## src/rtl/ysyx_24110006_axi_arbiter_pkg.sv

```systemverilog
// ----------------------------------------------------------------------------
// ysyx_24110006_axi_arbiter_pkg
// Shared definitions for the read arbiter: AXI field widths, requester
// indices and the read-FSM state encoding.
// ----------------------------------------------------------------------------
package ysyx_24110006_axi_arbiter_pkg;

  localparam int ADDR_W = 32;
  localparam int DATA_W = 32;
  localparam int ID_W   = 4;
  localparam int LEN_W  = 8;
  localparam int STRB_W = DATA_W / 8;

  // Requester indices into grant / request vectors.
  localparam int M_IFU = 0;
  localparam int M_LSU = 1;

  typedef enum logic [1:0] {
    ST_IDLE   = 2'd0,
    ST_GRANT  = 2'd1,
    ST_WAIT_R = 2'd2
  } rd_state_e;

endpackage

```

## src/rtl/ysyx_24110006_axi_arbiter_if.sv

```systemverilog
// ----------------------------------------------------------------------------
// AXI channel bundles used by the arbiter.
//   ysyx_24110006_axi_arbiter_rd_if : AR + R channels
//   ysyx_24110006_axi_arbiter_wr_if : AW + W + B channels
// Modport master = side that issues requests (drives ar*/aw*/w*, rready,
// bready); modport slave = side that answers them.
// ----------------------------------------------------------------------------
interface ysyx_24110006_axi_arbiter_rd_if;
  logic [ysyx_24110006_axi_arbiter_pkg::ADDR_W-1:0] araddr;
  logic                                             arvalid;
  logic                                             arready;
  logic [ysyx_24110006_axi_arbiter_pkg::ID_W-1:0]   arid;
  logic [ysyx_24110006_axi_arbiter_pkg::LEN_W-1:0]  arlen;
  logic [2:0]                                       arsize;
  logic [1:0]                                       arburst;
  logic [ysyx_24110006_axi_arbiter_pkg::DATA_W-1:0] rdata;
  logic                                             rvalid;
  logic                                             rready;
  logic [1:0]                                       rresp;
  logic [ysyx_24110006_axi_arbiter_pkg::ID_W-1:0]   rid;
  logic                                             rlast;

  modport master (
    output araddr, arvalid, arid, arlen, arsize, arburst, rready,
    input  arready, rdata, rvalid, rresp, rid, rlast
  );
  modport slave (
    input  araddr, arvalid, arid, arlen, arsize, arburst, rready,
    output arready, rdata, rvalid, rresp, rid, rlast
  );
endinterface

interface ysyx_24110006_axi_arbiter_wr_if;
  logic [ysyx_24110006_axi_arbiter_pkg::ADDR_W-1:0] awaddr;
  logic                                             awvalid;
  logic                                             awready;
  logic [ysyx_24110006_axi_arbiter_pkg::ID_W-1:0]   awid;
  logic [ysyx_24110006_axi_arbiter_pkg::LEN_W-1:0]  awlen;
  logic [2:0]                                       awsize;
  logic [1:0]                                       awburst;
  logic [ysyx_24110006_axi_arbiter_pkg::DATA_W-1:0] wdata;
  logic [ysyx_24110006_axi_arbiter_pkg::STRB_W-1:0] wstrb;
  logic                                             wlast;
  logic                                             wvalid;
  logic                                             wready;
  logic                                             bvalid;
  logic                                             bready;
  logic [1:0]                                       bresp;
  logic [ysyx_24110006_axi_arbiter_pkg::ID_W-1:0]   bid;

  modport master (
    output awaddr, awvalid, awid, awlen, awsize, awburst,
           wdata, wstrb, wlast, wvalid, bready,
    input  awready, wready, bvalid, bresp, bid
  );
  modport slave (
    input  awaddr, awvalid, awid, awlen, awsize, awburst,
           wdata, wstrb, wlast, wvalid, bready,
    output awready, wready, bvalid, bresp, bid
  );
endinterface

```

## src/rtl/ysyx_24110006_axi_arbiter_rr_pick.sv

```systemverilog
// ----------------------------------------------------------------------------
// ysyx_24110006_rr_pick
// Combinational winner selection for two read requesters.
//   req_i  : request vector (bit M_IFU / M_LSU)
//   last_i : one-hot index of the previous winner
//   gnt_o  : one-hot winner, 0 when nobody requests
// RR_EN=1: the requester after last_i is tried first.
// RR_EN=0: fixed priority, LSU before IFU.
// ----------------------------------------------------------------------------
module ysyx_24110006_rr_pick
  import ysyx_24110006_axi_arbiter_pkg::*;
#(
  parameter int RR_EN = 1
) (
  input  logic [1:0] req_i,
  input  logic [1:0] last_i,
  output logic [1:0] gnt_o
);

  logic ifu_first;

  // IFU only goes first when rotating and the LSU won last time.
  assign ifu_first = (RR_EN != 0) && last_i[M_LSU];

  always_comb begin
    gnt_o = '0;
    if (ifu_first) begin
      if (req_i[M_IFU])      gnt_o[M_IFU] = 1'b1;
      else if (req_i[M_LSU]) gnt_o[M_LSU] = 1'b1;
    end else begin
      if (req_i[M_LSU])      gnt_o[M_LSU] = 1'b1;
      else if (req_i[M_IFU]) gnt_o[M_IFU] = 1'b1;
    end
  end

endmodule

```

## src/rtl/ysyx_24110006_axi_arbiter.sv

```systemverilog
// ----------------------------------------------------------------------------
// ysyx_24110006_axi_arbiter
// Arbitrates the read channels of IFU (M0) and LSU (M1) onto one downstream
// AXI master port; the LSU write channels pass straight through, except that
// an AW is held while the LSU owns a read of the same address.
// Ports:
//   i_clock, i_reset (async, active-low)
//   m0_rd  : IFU AR/R (slave side)
//   m1_rd  : LSU AR/R (slave side)
//   m1_wr  : LSU AW/W/B (slave side)
//   axi_rd : downstream AR/R (master side)
//   axi_wr : downstream AW/W/B (master side)
//   o_rd_grant : one-hot current read owner, 0 when idle
// Only NUM_M = 2 is supported.
// ----------------------------------------------------------------------------
module ysyx_24110006_axi_arbiter
  import ysyx_24110006_axi_arbiter_pkg::*;
#(
  parameter int NUM_M = 2,
  parameter int RR_EN = 1
) (
  input  logic                                  i_clock,
  input  logic                                  i_reset,
  ysyx_24110006_axi_arbiter_rd_if.slave         m0_rd,
  ysyx_24110006_axi_arbiter_rd_if.slave         m1_rd,
  ysyx_24110006_axi_arbiter_wr_if.slave         m1_wr,
  ysyx_24110006_axi_arbiter_rd_if.master        axi_rd,
  ysyx_24110006_axi_arbiter_wr_if.master        axi_wr,
  output logic [NUM_M-1:0]                      o_rd_grant
);

  rd_state_e         state_q, state_d;
  logic [NUM_M-1:0]  grant_q, grant_d;
  logic [NUM_M-1:0]  last_grant_q, last_grant_d;
  logic [ADDR_W-1:0] araddr_q, araddr_d;
  logic [NUM_M-1:0]  req, pick;
  logic              in_grant, in_wait, own_m1;
  logic              sel_arvalid, sel_rready, ar_hs, r_done;
  logic              route_m0, route_m1, raw_hold;

  assign req[M_IFU] = m0_rd.arvalid;
  assign req[M_LSU] = m1_rd.arvalid;

  ysyx_24110006_rr_pick #(.RR_EN(RR_EN)) u_pick (
    .req_i  (req),
    .last_i (last_grant_q),
    .gnt_o  (pick)
  );

  assign in_grant    = (state_q == ST_GRANT);
  assign in_wait     = (state_q == ST_WAIT_R);
  assign own_m1      = grant_q[M_LSU];
  assign sel_arvalid = own_m1 ? m1_rd.arvalid : m0_rd.arvalid;
  assign sel_rready  = own_m1 ? m1_rd.rready  : m0_rd.rready;
  assign ar_hs       = in_grant && sel_arvalid && axi_rd.arready;
  assign r_done      = in_wait && axi_rd.rvalid && sel_rready && axi_rd.rlast;

  always_ff @(posedge i_clock or negedge i_reset) begin
    if (!i_reset) begin
      state_q      <= ST_IDLE;
      grant_q      <= '0;
      last_grant_q <= NUM_M'(1) << M_IFU;
      araddr_q     <= '0;
    end else begin
      state_q      <= state_d;
      grant_q      <= grant_d;
      last_grant_q <= last_grant_d;
      araddr_q     <= araddr_d;
    end
  end

  always_comb begin
    state_d      = state_q;
    grant_d      = grant_q;
    last_grant_d = last_grant_q;
    araddr_d     = araddr_q;
    case (state_q)
      ST_IDLE: begin
        if (|req) begin
          state_d  = ST_GRANT;
          grant_d  = pick;
          // Address is stable until its handshake, so latching it here keeps
          // a copy for the write-hazard compare after the master moves on.
          araddr_d = pick[M_LSU] ? m1_rd.araddr : m0_rd.araddr;
        end
      end
      ST_GRANT: begin
        if (ar_hs) state_d = ST_WAIT_R;
      end
      ST_WAIT_R: begin
        if (r_done) begin
          state_d      = ST_IDLE;
          grant_d      = '0;
          last_grant_d = grant_q;
        end
      end
      default: begin
        state_d = ST_IDLE;
        grant_d = '0;
      end
    endcase
  end

  assign o_rd_grant = grant_q;

  // AR: forward the owner's request only while in GRANT.
  assign axi_rd.arvalid = in_grant && sel_arvalid;
  assign axi_rd.araddr  = own_m1 ? m1_rd.araddr  : m0_rd.araddr;
  assign axi_rd.arid    = own_m1 ? m1_rd.arid    : m0_rd.arid;
  assign axi_rd.arlen   = own_m1 ? m1_rd.arlen   : m0_rd.arlen;
  assign axi_rd.arsize  = own_m1 ? m1_rd.arsize  : m0_rd.arsize;
  assign axi_rd.arburst = own_m1 ? m1_rd.arburst : m0_rd.arburst;
  assign m0_rd.arready  = in_grant && grant_q[M_IFU] && axi_rd.arready;
  assign m1_rd.arready  = in_grant && grant_q[M_LSU] && axi_rd.arready;

  // R: only the owner sees the response, and only in WAIT_R.
  assign route_m0      = in_wait && grant_q[M_IFU];
  assign route_m1      = in_wait && grant_q[M_LSU];
  assign axi_rd.rready = in_wait && sel_rready;

  assign m0_rd.rvalid = route_m0 && axi_rd.rvalid;
  assign m0_rd.rdata  = route_m0 ? axi_rd.rdata : '0;
  assign m0_rd.rresp  = route_m0 ? axi_rd.rresp : '0;
  assign m0_rd.rid    = route_m0 ? axi_rd.rid   : '0;
  assign m0_rd.rlast  = route_m0 && axi_rd.rlast;
  assign m1_rd.rvalid = route_m1 && axi_rd.rvalid;
  assign m1_rd.rdata  = route_m1 ? axi_rd.rdata : '0;
  assign m1_rd.rresp  = route_m1 ? axi_rd.rresp : '0;
  assign m1_rd.rid    = route_m1 ? axi_rd.rid   : '0;
  assign m1_rd.rlast  = route_m1 && axi_rd.rlast;

  // Write path: combinational pass-through. The handshake signals are also
  // gated by reset so nothing handshakes while the arbiter is held in reset.
  assign raw_hold = (state_q != ST_IDLE) && own_m1 && (araddr_q == m1_wr.awaddr);

  assign axi_wr.awvalid = i_reset && m1_wr.awvalid && !raw_hold;
  assign m1_wr.awready  = i_reset && axi_wr.awready && !raw_hold;
  assign axi_wr.awaddr  = m1_wr.awaddr;
  assign axi_wr.awid    = m1_wr.awid;
  assign axi_wr.awlen   = m1_wr.awlen;
  assign axi_wr.awsize  = m1_wr.awsize;
  assign axi_wr.awburst = m1_wr.awburst;
  assign axi_wr.wvalid  = i_reset && m1_wr.wvalid;
  assign m1_wr.wready   = i_reset && axi_wr.wready;
  assign axi_wr.wdata   = m1_wr.wdata;
  assign axi_wr.wstrb   = m1_wr.wstrb;
  assign axi_wr.wlast   = m1_wr.wlast;
  assign m1_wr.bvalid   = i_reset && axi_wr.bvalid;
  assign axi_wr.bready  = i_reset && m1_wr.bready;
  assign m1_wr.bresp    = axi_wr.bresp;
  assign m1_wr.bid      = axi_wr.bid;

endmodule

```

## src/flat_wrapper.sv

```systemverilog
// flat-port wrapper written by rule: the top's interface ports become plain ports
module ysyx_24110006_axi_arbiter_flat import ysyx_24110006_axi_arbiter_pkg::*;
#(
  parameter int NUM_M = 2,
  parameter int RR_EN = 1
)
  (i_clock, i_reset, o_rd_grant, m0_rd_araddr, m0_rd_arvalid, m0_rd_arid, m0_rd_arlen, m0_rd_arsize, m0_rd_arburst, m0_rd_rready, m0_rd_arready, m0_rd_rdata, m0_rd_rvalid, m0_rd_rresp, m0_rd_rid, m0_rd_rlast, m1_rd_araddr, m1_rd_arvalid, m1_rd_arid, m1_rd_arlen, m1_rd_arsize, m1_rd_arburst, m1_rd_rready, m1_rd_arready, m1_rd_rdata, m1_rd_rvalid, m1_rd_rresp, m1_rd_rid, m1_rd_rlast, m1_wr_awaddr, m1_wr_awvalid, m1_wr_awid, m1_wr_awlen, m1_wr_awsize, m1_wr_awburst, m1_wr_wdata, m1_wr_wstrb, m1_wr_wlast, m1_wr_wvalid, m1_wr_bready, m1_wr_awready, m1_wr_wready, m1_wr_bvalid, m1_wr_bresp, m1_wr_bid, axi_rd_araddr, axi_rd_arvalid, axi_rd_arid, axi_rd_arlen, axi_rd_arsize, axi_rd_arburst, axi_rd_rready, axi_rd_arready, axi_rd_rdata, axi_rd_rvalid, axi_rd_rresp, axi_rd_rid, axi_rd_rlast, axi_wr_awaddr, axi_wr_awvalid, axi_wr_awid, axi_wr_awlen, axi_wr_awsize, axi_wr_awburst, axi_wr_wdata, axi_wr_wstrb, axi_wr_wlast, axi_wr_wvalid, axi_wr_bready, axi_wr_awready, axi_wr_wready, axi_wr_bvalid, axi_wr_bresp, axi_wr_bid);
  ysyx_24110006_axi_arbiter_rd_if m0_rd_i ();
  ysyx_24110006_axi_arbiter_rd_if m1_rd_i ();
  ysyx_24110006_axi_arbiter_wr_if m1_wr_i ();
  ysyx_24110006_axi_arbiter_rd_if axi_rd_i ();
  ysyx_24110006_axi_arbiter_wr_if axi_wr_i ();
  input  logic i_clock;
  input  logic i_reset;
  output logic [NUM_M-1:0] o_rd_grant;
  input wire logic [$bits(m0_rd_i.araddr)-1:0] m0_rd_araddr;
  input wire logic [$bits(m0_rd_i.arvalid)-1:0] m0_rd_arvalid;
  input wire logic [$bits(m0_rd_i.arid)-1:0] m0_rd_arid;
  input wire logic [$bits(m0_rd_i.arlen)-1:0] m0_rd_arlen;
  input wire logic [$bits(m0_rd_i.arsize)-1:0] m0_rd_arsize;
  input wire logic [$bits(m0_rd_i.arburst)-1:0] m0_rd_arburst;
  input wire logic [$bits(m0_rd_i.rready)-1:0] m0_rd_rready;
  output wire logic [$bits(m0_rd_i.arready)-1:0] m0_rd_arready;
  output wire logic [$bits(m0_rd_i.rdata)-1:0] m0_rd_rdata;
  output wire logic [$bits(m0_rd_i.rvalid)-1:0] m0_rd_rvalid;
  output wire logic [$bits(m0_rd_i.rresp)-1:0] m0_rd_rresp;
  output wire logic [$bits(m0_rd_i.rid)-1:0] m0_rd_rid;
  output wire logic [$bits(m0_rd_i.rlast)-1:0] m0_rd_rlast;
  input wire logic [$bits(m1_rd_i.araddr)-1:0] m1_rd_araddr;
  input wire logic [$bits(m1_rd_i.arvalid)-1:0] m1_rd_arvalid;
  input wire logic [$bits(m1_rd_i.arid)-1:0] m1_rd_arid;
  input wire logic [$bits(m1_rd_i.arlen)-1:0] m1_rd_arlen;
  input wire logic [$bits(m1_rd_i.arsize)-1:0] m1_rd_arsize;
  input wire logic [$bits(m1_rd_i.arburst)-1:0] m1_rd_arburst;
  input wire logic [$bits(m1_rd_i.rready)-1:0] m1_rd_rready;
  output wire logic [$bits(m1_rd_i.arready)-1:0] m1_rd_arready;
  output wire logic [$bits(m1_rd_i.rdata)-1:0] m1_rd_rdata;
  output wire logic [$bits(m1_rd_i.rvalid)-1:0] m1_rd_rvalid;
  output wire logic [$bits(m1_rd_i.rresp)-1:0] m1_rd_rresp;
  output wire logic [$bits(m1_rd_i.rid)-1:0] m1_rd_rid;
  output wire logic [$bits(m1_rd_i.rlast)-1:0] m1_rd_rlast;
  input wire logic [$bits(m1_wr_i.awaddr)-1:0] m1_wr_awaddr;
  input wire logic [$bits(m1_wr_i.awvalid)-1:0] m1_wr_awvalid;
  input wire logic [$bits(m1_wr_i.awid)-1:0] m1_wr_awid;
  input wire logic [$bits(m1_wr_i.awlen)-1:0] m1_wr_awlen;
  input wire logic [$bits(m1_wr_i.awsize)-1:0] m1_wr_awsize;
  input wire logic [$bits(m1_wr_i.awburst)-1:0] m1_wr_awburst;
  input wire logic [$bits(m1_wr_i.wdata)-1:0] m1_wr_wdata;
  input wire logic [$bits(m1_wr_i.wstrb)-1:0] m1_wr_wstrb;
  input wire logic [$bits(m1_wr_i.wlast)-1:0] m1_wr_wlast;
  input wire logic [$bits(m1_wr_i.wvalid)-1:0] m1_wr_wvalid;
  input wire logic [$bits(m1_wr_i.bready)-1:0] m1_wr_bready;
  output wire logic [$bits(m1_wr_i.awready)-1:0] m1_wr_awready;
  output wire logic [$bits(m1_wr_i.wready)-1:0] m1_wr_wready;
  output wire logic [$bits(m1_wr_i.bvalid)-1:0] m1_wr_bvalid;
  output wire logic [$bits(m1_wr_i.bresp)-1:0] m1_wr_bresp;
  output wire logic [$bits(m1_wr_i.bid)-1:0] m1_wr_bid;
  output wire logic [$bits(axi_rd_i.araddr)-1:0] axi_rd_araddr;
  output wire logic [$bits(axi_rd_i.arvalid)-1:0] axi_rd_arvalid;
  output wire logic [$bits(axi_rd_i.arid)-1:0] axi_rd_arid;
  output wire logic [$bits(axi_rd_i.arlen)-1:0] axi_rd_arlen;
  output wire logic [$bits(axi_rd_i.arsize)-1:0] axi_rd_arsize;
  output wire logic [$bits(axi_rd_i.arburst)-1:0] axi_rd_arburst;
  output wire logic [$bits(axi_rd_i.rready)-1:0] axi_rd_rready;
  input wire logic [$bits(axi_rd_i.arready)-1:0] axi_rd_arready;
  input wire logic [$bits(axi_rd_i.rdata)-1:0] axi_rd_rdata;
  input wire logic [$bits(axi_rd_i.rvalid)-1:0] axi_rd_rvalid;
  input wire logic [$bits(axi_rd_i.rresp)-1:0] axi_rd_rresp;
  input wire logic [$bits(axi_rd_i.rid)-1:0] axi_rd_rid;
  input wire logic [$bits(axi_rd_i.rlast)-1:0] axi_rd_rlast;
  output wire logic [$bits(axi_wr_i.awaddr)-1:0] axi_wr_awaddr;
  output wire logic [$bits(axi_wr_i.awvalid)-1:0] axi_wr_awvalid;
  output wire logic [$bits(axi_wr_i.awid)-1:0] axi_wr_awid;
  output wire logic [$bits(axi_wr_i.awlen)-1:0] axi_wr_awlen;
  output wire logic [$bits(axi_wr_i.awsize)-1:0] axi_wr_awsize;
  output wire logic [$bits(axi_wr_i.awburst)-1:0] axi_wr_awburst;
  output wire logic [$bits(axi_wr_i.wdata)-1:0] axi_wr_wdata;
  output wire logic [$bits(axi_wr_i.wstrb)-1:0] axi_wr_wstrb;
  output wire logic [$bits(axi_wr_i.wlast)-1:0] axi_wr_wlast;
  output wire logic [$bits(axi_wr_i.wvalid)-1:0] axi_wr_wvalid;
  output wire logic [$bits(axi_wr_i.bready)-1:0] axi_wr_bready;
  input wire logic [$bits(axi_wr_i.awready)-1:0] axi_wr_awready;
  input wire logic [$bits(axi_wr_i.wready)-1:0] axi_wr_wready;
  input wire logic [$bits(axi_wr_i.bvalid)-1:0] axi_wr_bvalid;
  input wire logic [$bits(axi_wr_i.bresp)-1:0] axi_wr_bresp;
  input wire logic [$bits(axi_wr_i.bid)-1:0] axi_wr_bid;
  assign m0_rd_i.araddr = m0_rd_araddr;
  assign m0_rd_i.arvalid = m0_rd_arvalid;
  assign m0_rd_i.arid = m0_rd_arid;
  assign m0_rd_i.arlen = m0_rd_arlen;
  assign m0_rd_i.arsize = m0_rd_arsize;
  assign m0_rd_i.arburst = m0_rd_arburst;
  assign m0_rd_i.rready = m0_rd_rready;
  assign m0_rd_arready = m0_rd_i.arready;
  assign m0_rd_rdata = m0_rd_i.rdata;
  assign m0_rd_rvalid = m0_rd_i.rvalid;
  assign m0_rd_rresp = m0_rd_i.rresp;
  assign m0_rd_rid = m0_rd_i.rid;
  assign m0_rd_rlast = m0_rd_i.rlast;
  assign m1_rd_i.araddr = m1_rd_araddr;
  assign m1_rd_i.arvalid = m1_rd_arvalid;
  assign m1_rd_i.arid = m1_rd_arid;
  assign m1_rd_i.arlen = m1_rd_arlen;
  assign m1_rd_i.arsize = m1_rd_arsize;
  assign m1_rd_i.arburst = m1_rd_arburst;
  assign m1_rd_i.rready = m1_rd_rready;
  assign m1_rd_arready = m1_rd_i.arready;
  assign m1_rd_rdata = m1_rd_i.rdata;
  assign m1_rd_rvalid = m1_rd_i.rvalid;
  assign m1_rd_rresp = m1_rd_i.rresp;
  assign m1_rd_rid = m1_rd_i.rid;
  assign m1_rd_rlast = m1_rd_i.rlast;
  assign m1_wr_i.awaddr = m1_wr_awaddr;
  assign m1_wr_i.awvalid = m1_wr_awvalid;
  assign m1_wr_i.awid = m1_wr_awid;
  assign m1_wr_i.awlen = m1_wr_awlen;
  assign m1_wr_i.awsize = m1_wr_awsize;
  assign m1_wr_i.awburst = m1_wr_awburst;
  assign m1_wr_i.wdata = m1_wr_wdata;
  assign m1_wr_i.wstrb = m1_wr_wstrb;
  assign m1_wr_i.wlast = m1_wr_wlast;
  assign m1_wr_i.wvalid = m1_wr_wvalid;
  assign m1_wr_i.bready = m1_wr_bready;
  assign m1_wr_awready = m1_wr_i.awready;
  assign m1_wr_wready = m1_wr_i.wready;
  assign m1_wr_bvalid = m1_wr_i.bvalid;
  assign m1_wr_bresp = m1_wr_i.bresp;
  assign m1_wr_bid = m1_wr_i.bid;
  assign axi_rd_araddr = axi_rd_i.araddr;
  assign axi_rd_arvalid = axi_rd_i.arvalid;
  assign axi_rd_arid = axi_rd_i.arid;
  assign axi_rd_arlen = axi_rd_i.arlen;
  assign axi_rd_arsize = axi_rd_i.arsize;
  assign axi_rd_arburst = axi_rd_i.arburst;
  assign axi_rd_rready = axi_rd_i.rready;
  assign axi_rd_i.arready = axi_rd_arready;
  assign axi_rd_i.rdata = axi_rd_rdata;
  assign axi_rd_i.rvalid = axi_rd_rvalid;
  assign axi_rd_i.rresp = axi_rd_rresp;
  assign axi_rd_i.rid = axi_rd_rid;
  assign axi_rd_i.rlast = axi_rd_rlast;
  assign axi_wr_awaddr = axi_wr_i.awaddr;
  assign axi_wr_awvalid = axi_wr_i.awvalid;
  assign axi_wr_awid = axi_wr_i.awid;
  assign axi_wr_awlen = axi_wr_i.awlen;
  assign axi_wr_awsize = axi_wr_i.awsize;
  assign axi_wr_awburst = axi_wr_i.awburst;
  assign axi_wr_wdata = axi_wr_i.wdata;
  assign axi_wr_wstrb = axi_wr_i.wstrb;
  assign axi_wr_wlast = axi_wr_i.wlast;
  assign axi_wr_wvalid = axi_wr_i.wvalid;
  assign axi_wr_bready = axi_wr_i.bready;
  assign axi_wr_i.awready = axi_wr_awready;
  assign axi_wr_i.wready = axi_wr_wready;
  assign axi_wr_i.bvalid = axi_wr_bvalid;
  assign axi_wr_i.bresp = axi_wr_bresp;
  assign axi_wr_i.bid = axi_wr_bid;
  ysyx_24110006_axi_arbiter #(.NUM_M(NUM_M), .RR_EN(RR_EN)) u_core (.i_clock(i_clock), .i_reset(i_reset), .m0_rd(m0_rd_i), .m1_rd(m1_rd_i), .m1_wr(m1_wr_i), .axi_rd(axi_rd_i), .axi_wr(axi_wr_i), .o_rd_grant(o_rd_grant));
endmodule
```

## config.mk

```make
export PLATFORM = sky130hd
export DESIGN_NAME = ysyx_24110006_axi_arbiter_flat
export DESIGN_NICKNAME = d
export VERILOG_FILES = /design/src/rtl/ysyx_24110006_axi_arbiter_pkg.sv /design/src/rtl/ysyx_24110006_axi_arbiter_if.sv /design/src/rtl/ysyx_24110006_axi_arbiter_rr_pick.sv /design/src/rtl/ysyx_24110006_axi_arbiter.sv /design/src/flat_wrapper.sv
export SDC_FILE = /design/constraint.sdc
export NUM_CORES = 1
export LEC_CHECK = 0
export ABC_AREA = 1
export BUFFER_PORTS_ARGS = -buffer_cell sky130_fd_sc_hd__buf_4
export CAP_MARGIN = 20
export CORE_AREA = 2 2 186 188
export DETAILED_ROUTE_END_ITERATION = 6
export DIE_AREA = 0 0 188 190
export SYNTH_ARGS = -nofsm -noshare
export SYNTH_HDL_FRONTEND = slang
export SYNTH_HIERARCHICAL = 1
export SYNTH_SLANG_ARGS = --single-unit
export TNS_END_PERCENT = 1
```

## constraint.sdc

```tcl
create_clock -name i_clock -period 1.2 [get_ports i_clock]
set_input_delay 0.24 -clock i_clock [delete_from_list [all_inputs] [get_ports i_clock]]
set_output_delay 0.24 -clock i_clock [all_outputs]
set_load 0.01 [all_outputs]
```

* Word-level counts from Yosys, hierarchy flattened
Cells that the tools add are included.
Storage, ports and cells: output and inout port bits 233, bits of input ports 243, register bits after elaboration 38
Cells by class: mux-type cells 25, eq/ne operators 6, reduce and logical (&&, ||, !) cells 34, bitwise gates (word level) 1
Operators by type and width (number):
- 32-bit two-way mux | 4
- 32-bit equality test | 1
- 1-bit logical AND | 26
- 2-bit two-way mux | 8
- 4-bit two-way mux | 3
- 2-bit case mux with 3 select lines | 2
- 8-bit two-way mux | 1
- 1-bit two-way mux | 6
- 3-bit AND reduction | 2
- 2-bit inequality test, second input constant | 2
- 2-bit AND reduction | 2
- 3-bit two-way mux | 1
- 2-bit by 1-bit equality test with 1-bit output, second input constant | 1
- 2-bit equality test, second input constant | 1
- 2-bit logical NOT | 1
- 2-bit by 1-bit inequality test with 1-bit output, second input constant | 1
- 2-bit nonzero test | 1
- 2-bit OR reduction | 1
- 1-bit logical NOT | 1
- 1-bit inverter | 1

* Longest topological paths before layout
Gate-level depths: netlist (run 1).
depth in word-level cells 6, depth in mapped cells 9

* By module
Netlist (run 1), hierarchy kept.
Modules (own cells, without submodules):
- ysyx_24110006_axi_arbiter | sequential area each 952.2 sq um, area an instance 4199.0 sq um, times used 1, cells each 726
- ysyx_24110006_rr_pick | sequential area each 0.0 sq um, area an instance 27.5 sq um, times used 1, cells each 4

* Least setup slack after synthesis (run 1)
Ideal clock, no wire load.
path type reg2reg, start point register u_core.last_grant_q[1], end point register u_core.araddr_q[0], path slack -0.169 ns, data required time 1.069 ns, clock period less this slack 1.369 ns, stages on the path, launching flop included 8, buffers on the path 3, data arrival time 1.238 ns, cell sequence dfrtp_1 > a21boi_2 > buf_4 > inv_1 > buf_4 > buf_2 > o211ai_1 > o21ai_0
Between the ends: longest elaborated chain between the ends 2
Ends and longest elaborated chain:
- from (decl) | line ysyx_24110006_axi_arbiter.sv:34 | logic [NUM_M-1:0] last_grant_q, last_grant_d;
- from (signal assigned) | line ysyx_24110006_axi_arbiter.sv:62 | last_grant_q <= NUM_M'(1) << M_IFU;
- from (signal assigned) | line ysyx_24110006_axi_arbiter.sv:67 | last_grant_q <= last_grant_d;
- 2-bit two-way mux | line ysyx_24110006_axi_arbiter_rr_pick.sv:27 | if (ifu_first) begin
- via u_core.pick[1] | line ysyx_24110006_axi_arbiter.sv:36 | logic [NUM_M-1:0] req, pick;
- 32-bit two-way mux | line ysyx_24110006_axi_arbiter.sv:84 | araddr_d = pick[M_LSU] ? m1_rd.araddr : m0_rd.araddr;
- to (signal assigned) | line ysyx_24110006_axi_arbiter.sv:68 | araddr_q <= araddr_d;
- to (decl) | line ysyx_24110006_axi_arbiter.sv:35 | logic [ADDR_W-1:0] araddr_q, araddr_d;
The timed path passes the listed nets, and every way through them passes these cells. A chain may end at the register's enable or synchronous reset.

* Worst setup path in the final report (run 1)
start point register u_core.araddr_q[18], end point output port axi_wr_awvalid
Between the ends: longest elaborated chain between the ends 4
Ends and longest elaborated chain:
- 32-bit equality test | line ysyx_24110006_axi_arbiter.sv:134 | assign raw_hold = (state_q != ST_IDLE) && own_m1 && (araddr_q == m1_wr.awaddr);
- 1-bit logical AND | line ysyx_24110006_axi_arbiter.sv:134
- 1-bit logical NOT | line ysyx_24110006_axi_arbiter.sv:136 | assign axi_wr.awvalid = i_reset && m1_wr.awvalid && !raw_hold;
- 1-bit logical AND | line ysyx_24110006_axi_arbiter.sv:136
- to (decl) | line flat_wrapper.sv:72 | output wire logic [$bits(axi_wr_i.awvalid)-1:0] axi_wr_awvalid;
Every way passes these cells.

==> run metrics, run 1 <==
outcome finished with violations; failing checks hold timing, setup timing; Mapped Cells 727; Post-CTS Setup Bufs 0; worst-margin pin slew 0.473 ns; total grt overflow 0; Vias 5319; Pre-Repair DR Iteration Count 4; CTS tree built; share of post-route cells with drive strength above 1 46.0%; area grow syn2layout 78.5%; Initial Utilization 12.3%; Clock transition at path regs 0.07 ns; total CTS buffers 5; highest clock rate 0.529 GHz; Worst R2R Path Depth 7; PwrDens 1530 nW/um^2; cell total after placement 1478; CP endpoint kind primary output; WL final 20200 um; Max-cap violations 0; Worst VDD drop 547 uV; htree depth 2; setup ws final -0.690 ns; Crit Path Class reg -> out; Global Route Usage Sum 10.6%; total die area 35700 um^2; vias in the first global route 4967; initial antenna violation count 0; row cnt 68; Die H 190 um; synthesized area 4190 um^2; Fin Hold WS -0.0225 ns; Slew headroom 68.3%; nets 1273; IO Pins 476; Synth Area per Inst 5.77 um^2; Vias/cell 3.58; CTS root buf clkbuf_16; antenna fix cells 0; die width 188 um; gpl congestion 0.786; unrepaired setup endpoints after global routing yes; Mapped Nets 970; Tmin final 1.89 ns; clock buffer depth 2; Non-Filler Instances 1486; fin area 7480 um^2; worst path required time 0.96 ns; Worst Skew 0.0142 ns; Tcrit/Tclk final 157%; post-route DRC violation count 0; WL/cell 13.6 um; Critical Path Fanout Max 2; port bufs 355; final hold vios 5; Post-DP HPWL 17000 um; Iter 0 DRT Violations 207; yosys warns 6; Critical Path AT 1.65 ns; antenna viol nets, final 0; final setup fails 174; Post-DP Area 7160 um^2; Num Clock Sinks 37; clk_lat worst skew 0.30 ns; startpoint types flip-flop; Pleak 4.23 nW; first-pass GRT wire length 28400 um; largest net degree at the start of global routing 66; Hold WC Path Type in -> async; core area 33900 um^2; max-slew violations 0
==> stage by stage <==
| step | TNS [ns] | total power, mW | setup slack (ns) | util [%] |
|---|---|---|---|---|
| 6_report | -69.67 | 11.4 | -0.690 | 22.0 |
| 5_1_grt | -88.89 | 12.5 | -0.808 | 22.0 |
| 4_1_cts | -74.38 | 11.6 | -0.773 | 21.9 |
| 2_1_floorplan | -13.69 | 5.98 | -0.0974 | - |
| 3_3_place_gp | -38.00 | 9.69 | -0.736 | 21.1 |
| 3_5_place_dp | -39.52 | 9.77 | -0.685 | 21.1 |
==> final timing paths <==
check                                    startpoint                   to  slack (ns)
worst min-delay path                        i_reset   u_core/araddr_q[8]       -0.02
worst max register to register    u_core/state_q[0]  u_core/araddr_q[28]       -0.35
worst max-delay path            u_core/araddr_q[18]       axi_wr_awvalid       -0.69
max in group asynchronous                   i_reset   u_core/araddr_q[4]        0.60
worst min register to register   u_core/araddr_q[3]   u_core/araddr_q[3]        0.55
min in group i_clock               m1_rd_araddr[30]  u_core/araddr_q[30]        0.20
==> area by class of cell <==
cell class,count,area [um^2]
Clock inverter,3,21.3
Fill cell,3811,26500
Tap cell,455,569
Clock buffer,5,125
Sequential cell,37,927
Inverter,117,439
Timing Repair Buffer,421,3320
Multi-Input combinational cell,448,2080
==> worst max-delay path, cell delays in order (launching register included) <==
cell and delay [ns]:
dfrtp_1 0.41, xnor2_1 0.17, buf_4 0.15, nand3_2 0.06, nor2_2 0.11, nand3_2 0.12, nor2_4 0.14, nor2_2 0.05
buf_4 0.14
==> timing repair <==
action                     in CTS  in global routing
hold endpoints to repair        3                  0
setup endpoints to repair     174                174
gates resized for setup        51                 19
pin swaps                      13                  9
hold buffers                    1                  0
==> report_power, final <==
group / leakage [nW] / switching [mW] / internal (mW)
clock network: 0.0702 / 0.661 / 0.777
registers: 0.442 / 0.345 / 1.88
logic: 3.71 / 4.02 / 3.74
==> state kept, by name, summed over array words and instances (netlist names) <==
| register | cells |
|---|---|
| u_core/last_grant_q | 1 |
| u_core/o_rd_grant | 2 |
| u_core/state_q | 2 |
| u_core/araddr_q | 32 |
==> metal layers <==
layer / vias to the layer above / wire, um / GRT usage (%)
met4: 0 / 511 / 3.85
li1: 2698 / - / -
met5: - / 0 / 0
met3: 33 / 1390 / 2.01
met1: 2344 / 8240 / 12.7
met2: 244 / 10000 / 18.8
==> placed cells by master (no fill, tap or decap), types with 2 or more instances in the layout <==
cell type and count:
buf_4 404, xnor2_1 5, inv_2 3, xor2_1 3, nor3_1 2, nor2_1 93
nand2_1 214, o21ai_1 43, nand4_1 2, a31oi_1 9, buf_12 9, clkbuf_16 5
nor2_2 20, dfrtp_1 36, o211ai_1 23, or2_2 2, o21ai_0 11, nand3_2 4
inv_1 114, buf_6 6, nand2_2 7
Note: power is estimated with default switching activity, not from simulation.
==> run 2: changes to the inputs <==
--- a/config.mk
+++ b/config.mk
@@ -8,9 +8,9 @@
 export ABC_AREA = 1
 export BUFFER_PORTS_ARGS = -buffer_cell sky130_fd_sc_hd__buf_4
 export CAP_MARGIN = 20
-export CORE_AREA = 2 2 186 188
+export CORE_AREA = 2 2 183 185
 export DETAILED_ROUTE_END_ITERATION = 6
-export DIE_AREA = 0 0 188 190
+export DIE_AREA = 0 0 185 187
 export SYNTH_ARGS = -nofsm -noshare
 export SYNTH_HDL_FRONTEND = slang
 export SYNTH_HIERARCHICAL = 1
==> run metrics, run 2 (synthesis results as in run 1) <==
final hold vios 0 (was 5); total die area 34600 um^2 (was 35700 um^2); FILL cells 3783 (was 3811); Clock transition at path regs 0.07 ns (about the same); CTS root buf clkbuf_16 (unchanged); largest net degree at the start of global routing 41 (was 66); gpl congestion 0.790 (was 0.786); setup TNS -71.36 ns (was -69.67 ns); max-slew violations 0 (unchanged); Core Util, Final 23.3% (was 22.0%); clock power share 12.0% (was 12.6%); final setup fails 173 (was 174); Pre-Repair DR Iteration Count 4 (unchanged); port bufs 355 (unchanged); Pleak 4.30 nW (was 4.23 nW); CTS tree built (unchanged); Tmin final 1.87 ns (was 1.89 ns); WL final 20400 um (was 20200 um); switching share of power 43.1% (was 44.0%); Flop pwr share 19.0% (was 19.5%); WL/cell 13.6 um (about the same); critical path startpoint u_core/araddr_q[19] (was u_core/araddr_q[18]); Critical Path AT 1.63 ns (was 1.65 ns); Global Route Usage Sum 11.2% (was 10.6%); initial antenna violation count 1 (was 0); highest clock rate 0.533 GHz (was 0.529 GHz); CP endpoint kind primary output (unchanged); first-pass GRT wire length 29200 um (was 28400 um); Tcrit/Tclk final 156% (was 157%); Max-cap violations 0 (unchanged); Internal 6.71 mW (was 6.40 mW); Critical Path Fanout Max 2 (unchanged); share of post-route cells with drive strength above 1 48.2% (was 46.0%); Crit Path Class reg -> out (unchanged); worst path required time 0.96 ns (about the same); row cnt 67 (was 68); failing checks setup timing (was hold timing, setup timing); Slew headroom 66.2% (was 68.3%); Worst Skew 0.00854 ns (was 0.0142 ns); Die H 187 um (was 190 um); Vias/cell 3.59 (was 3.58); Fin Hold WS 0.111 ns (was -0.0225 ns); antenna viol nets, final 0 (unchanged); setup ws final -0.675 ns (was -0.690 ns); total grt overflow 0 (unchanged); vias in the first global route 5212 (was 4967); Largest register FFs 32 (unchanged); IO Pins 476 (unchanged); commonest non-fill, non-tap cell in the layout buf_4 (unchanged); worst-margin pin slew 0.505 ns (was 0.473 ns); die width 185 um (was 188 um); startpoint types flip-flop (unchanged); Iter 0 DRT Violations 146 (was 207); area grow syn2layout 82.8% (was 78.5%); core area 32900 um^2 (was 33900 um^2); clk_lat worst skew 0.29 ns (was 0.30 ns); dpl ws -0.622 ns (was -0.685 ns); r2r startpoint u_core/state_q[1] (was u_core/state_q[0]); total CTS buffers 5 (unchanged); antenna fix cells 0 (unchanged); unrepaired setup endpoints after global routing yes (unchanged); clock buffer depth 2 (unchanged); RR Endpoint u_core/araddr_q[28] (unchanged); htree depth 2 (unchanged); Vias 5367 (was 5319); FF-to-FF setup slack -0.34 ns (was -0.35 ns); Comb power frac 69.0% (was 67.9%); CP Capture Point axi_wr_awvalid (unchanged); NetSw 5.08 mW (was 5.03 mW); post-route DRC violation count 0 (unchanged); Num Clock Sinks 37 (unchanged); Hold WC Path Type in -> async (unchanged); PwrDens 1540 nW/um^2 (was 1530 nW/um^2); nets 1289 (was 1273); Worst VDD drop 594 uV (was 547 uV); Post-DP HPWL 17400 um (was 17000 um); Reg with most FFs u_core/araddr_q (unchanged); most frequent cells in the layout 412 x buf_4, 213 x nand2_1, 109 x inv_1 (was 404 x buf_4, 214 x nand2_1, 114 x inv_1); outcome finished with violations (unchanged); Initial Utilization 12.8% (was 12.3%); Worst R2R Path Depth 7 (unchanged)
run 2: cell types whose count changed in the layout (fill, tap and decap cells not counted), moves of 2 or more:
| cell | delta |
|---|---|
| nor2_2 | +4 |
| o21ai_0 | -6 |
| buf_4 | +8 |
| nand2_2 | +2 |
| inv_1 | -5 |
| buf_6 | +7 |
| nand3_2 | -2 |
| nor2_4 | +3 |
| o21ai_2 | +6 |
| nor2_1 | -7 |
| nand3_1 | +2 |
| inv_2 | +5 |
| clkinv_4 | +2 |
run 2: layer usage:
metal | track usage, % | share of wire (%) | wire [um] | up-vias
met5 | 0 | 0.064 | 13 | -
met4 | 2.99 | 1.6 | 328 | 2
met3 | 2.41 | 7.5 | 1520 | 27
met2 | 20.8 | 51 | 10400 | 244
met1 | 12.8 | 40 | 8100 | 2359
li1 | - | - | - | 2735
run 2: worst min-delay path by stage:
stage / endpoint / from
2_1_floorplan: u_core/araddr_q[0] / i_reset
3_3_place_gp: u_core/araddr_q[25] / i_reset
3_5_place_dp: u_core/araddr_q[25] / i_reset
4_1_cts: u_core/araddr_q[1] / i_reset
5_1_grt: u_core/araddr_q[1] / i_reset
6_report: u_core/araddr_q[1] / i_reset
run 2: repair_timing:
action / 4_1_cts / 5_1_grt
endpoints found under the hold margin: 7 / 0
buffers inserted: 0 / 1
hold buffers: 2 / 0
cloned: 0 / 0
endpoints found under the setup margin: 174 / 174
resized for setup: 58 / 43
pin swaps: 7 / 18
run 2: metrics by stage:
step / area, um^2 / instances / power, mW
floorplan: 4220 / 727 / 5.98
global placement: 7260 / 1486 / 9.88
detailed placement: 7260 / 1486 / 9.96
CTS: 7550 / 1495 / 11.8
global route: 7660 / 1495 / 12.9
finish: 7660 / 1495 / 11.8
run 2: worst max-delay path: stages (launching register included):
cell,delay (ns)
dfrtp_1,0.42
xnor2_2,0.13
buf_4,0.13
nand2_1,0.07
nor2_4,0.13
nand3_2,0.12
nor2_4,0.16
nor2_2,0.05
buf_4,0.13
run 2: layout make-up:
class | count | area [um^2] | share of cell area (%)
clock buffer | 5 | 125 | 1.63
clock inverter | 3 | 22.5 | 0.294
inverter | 117 | 439 | 5.73
multi-input combinational | 448 | 2130 | 27.8
sequential | 37 | 927 | 12.1
tap | 448 | 561 | 7.32
timing repair buffer | 437 | 3460 | 45.2
run 2: power groups by stage:
stage               combinational [mW]  sequential [mW]  clock (mW)
floorplan                         3.81             2.17           0
global placement                  7.68             2.20           0
detailed placement                7.73             2.23           0
CTS                               8.10             2.22        1.51
global route                      9.04             2.33        1.54
finish                            8.13             2.24        1.41
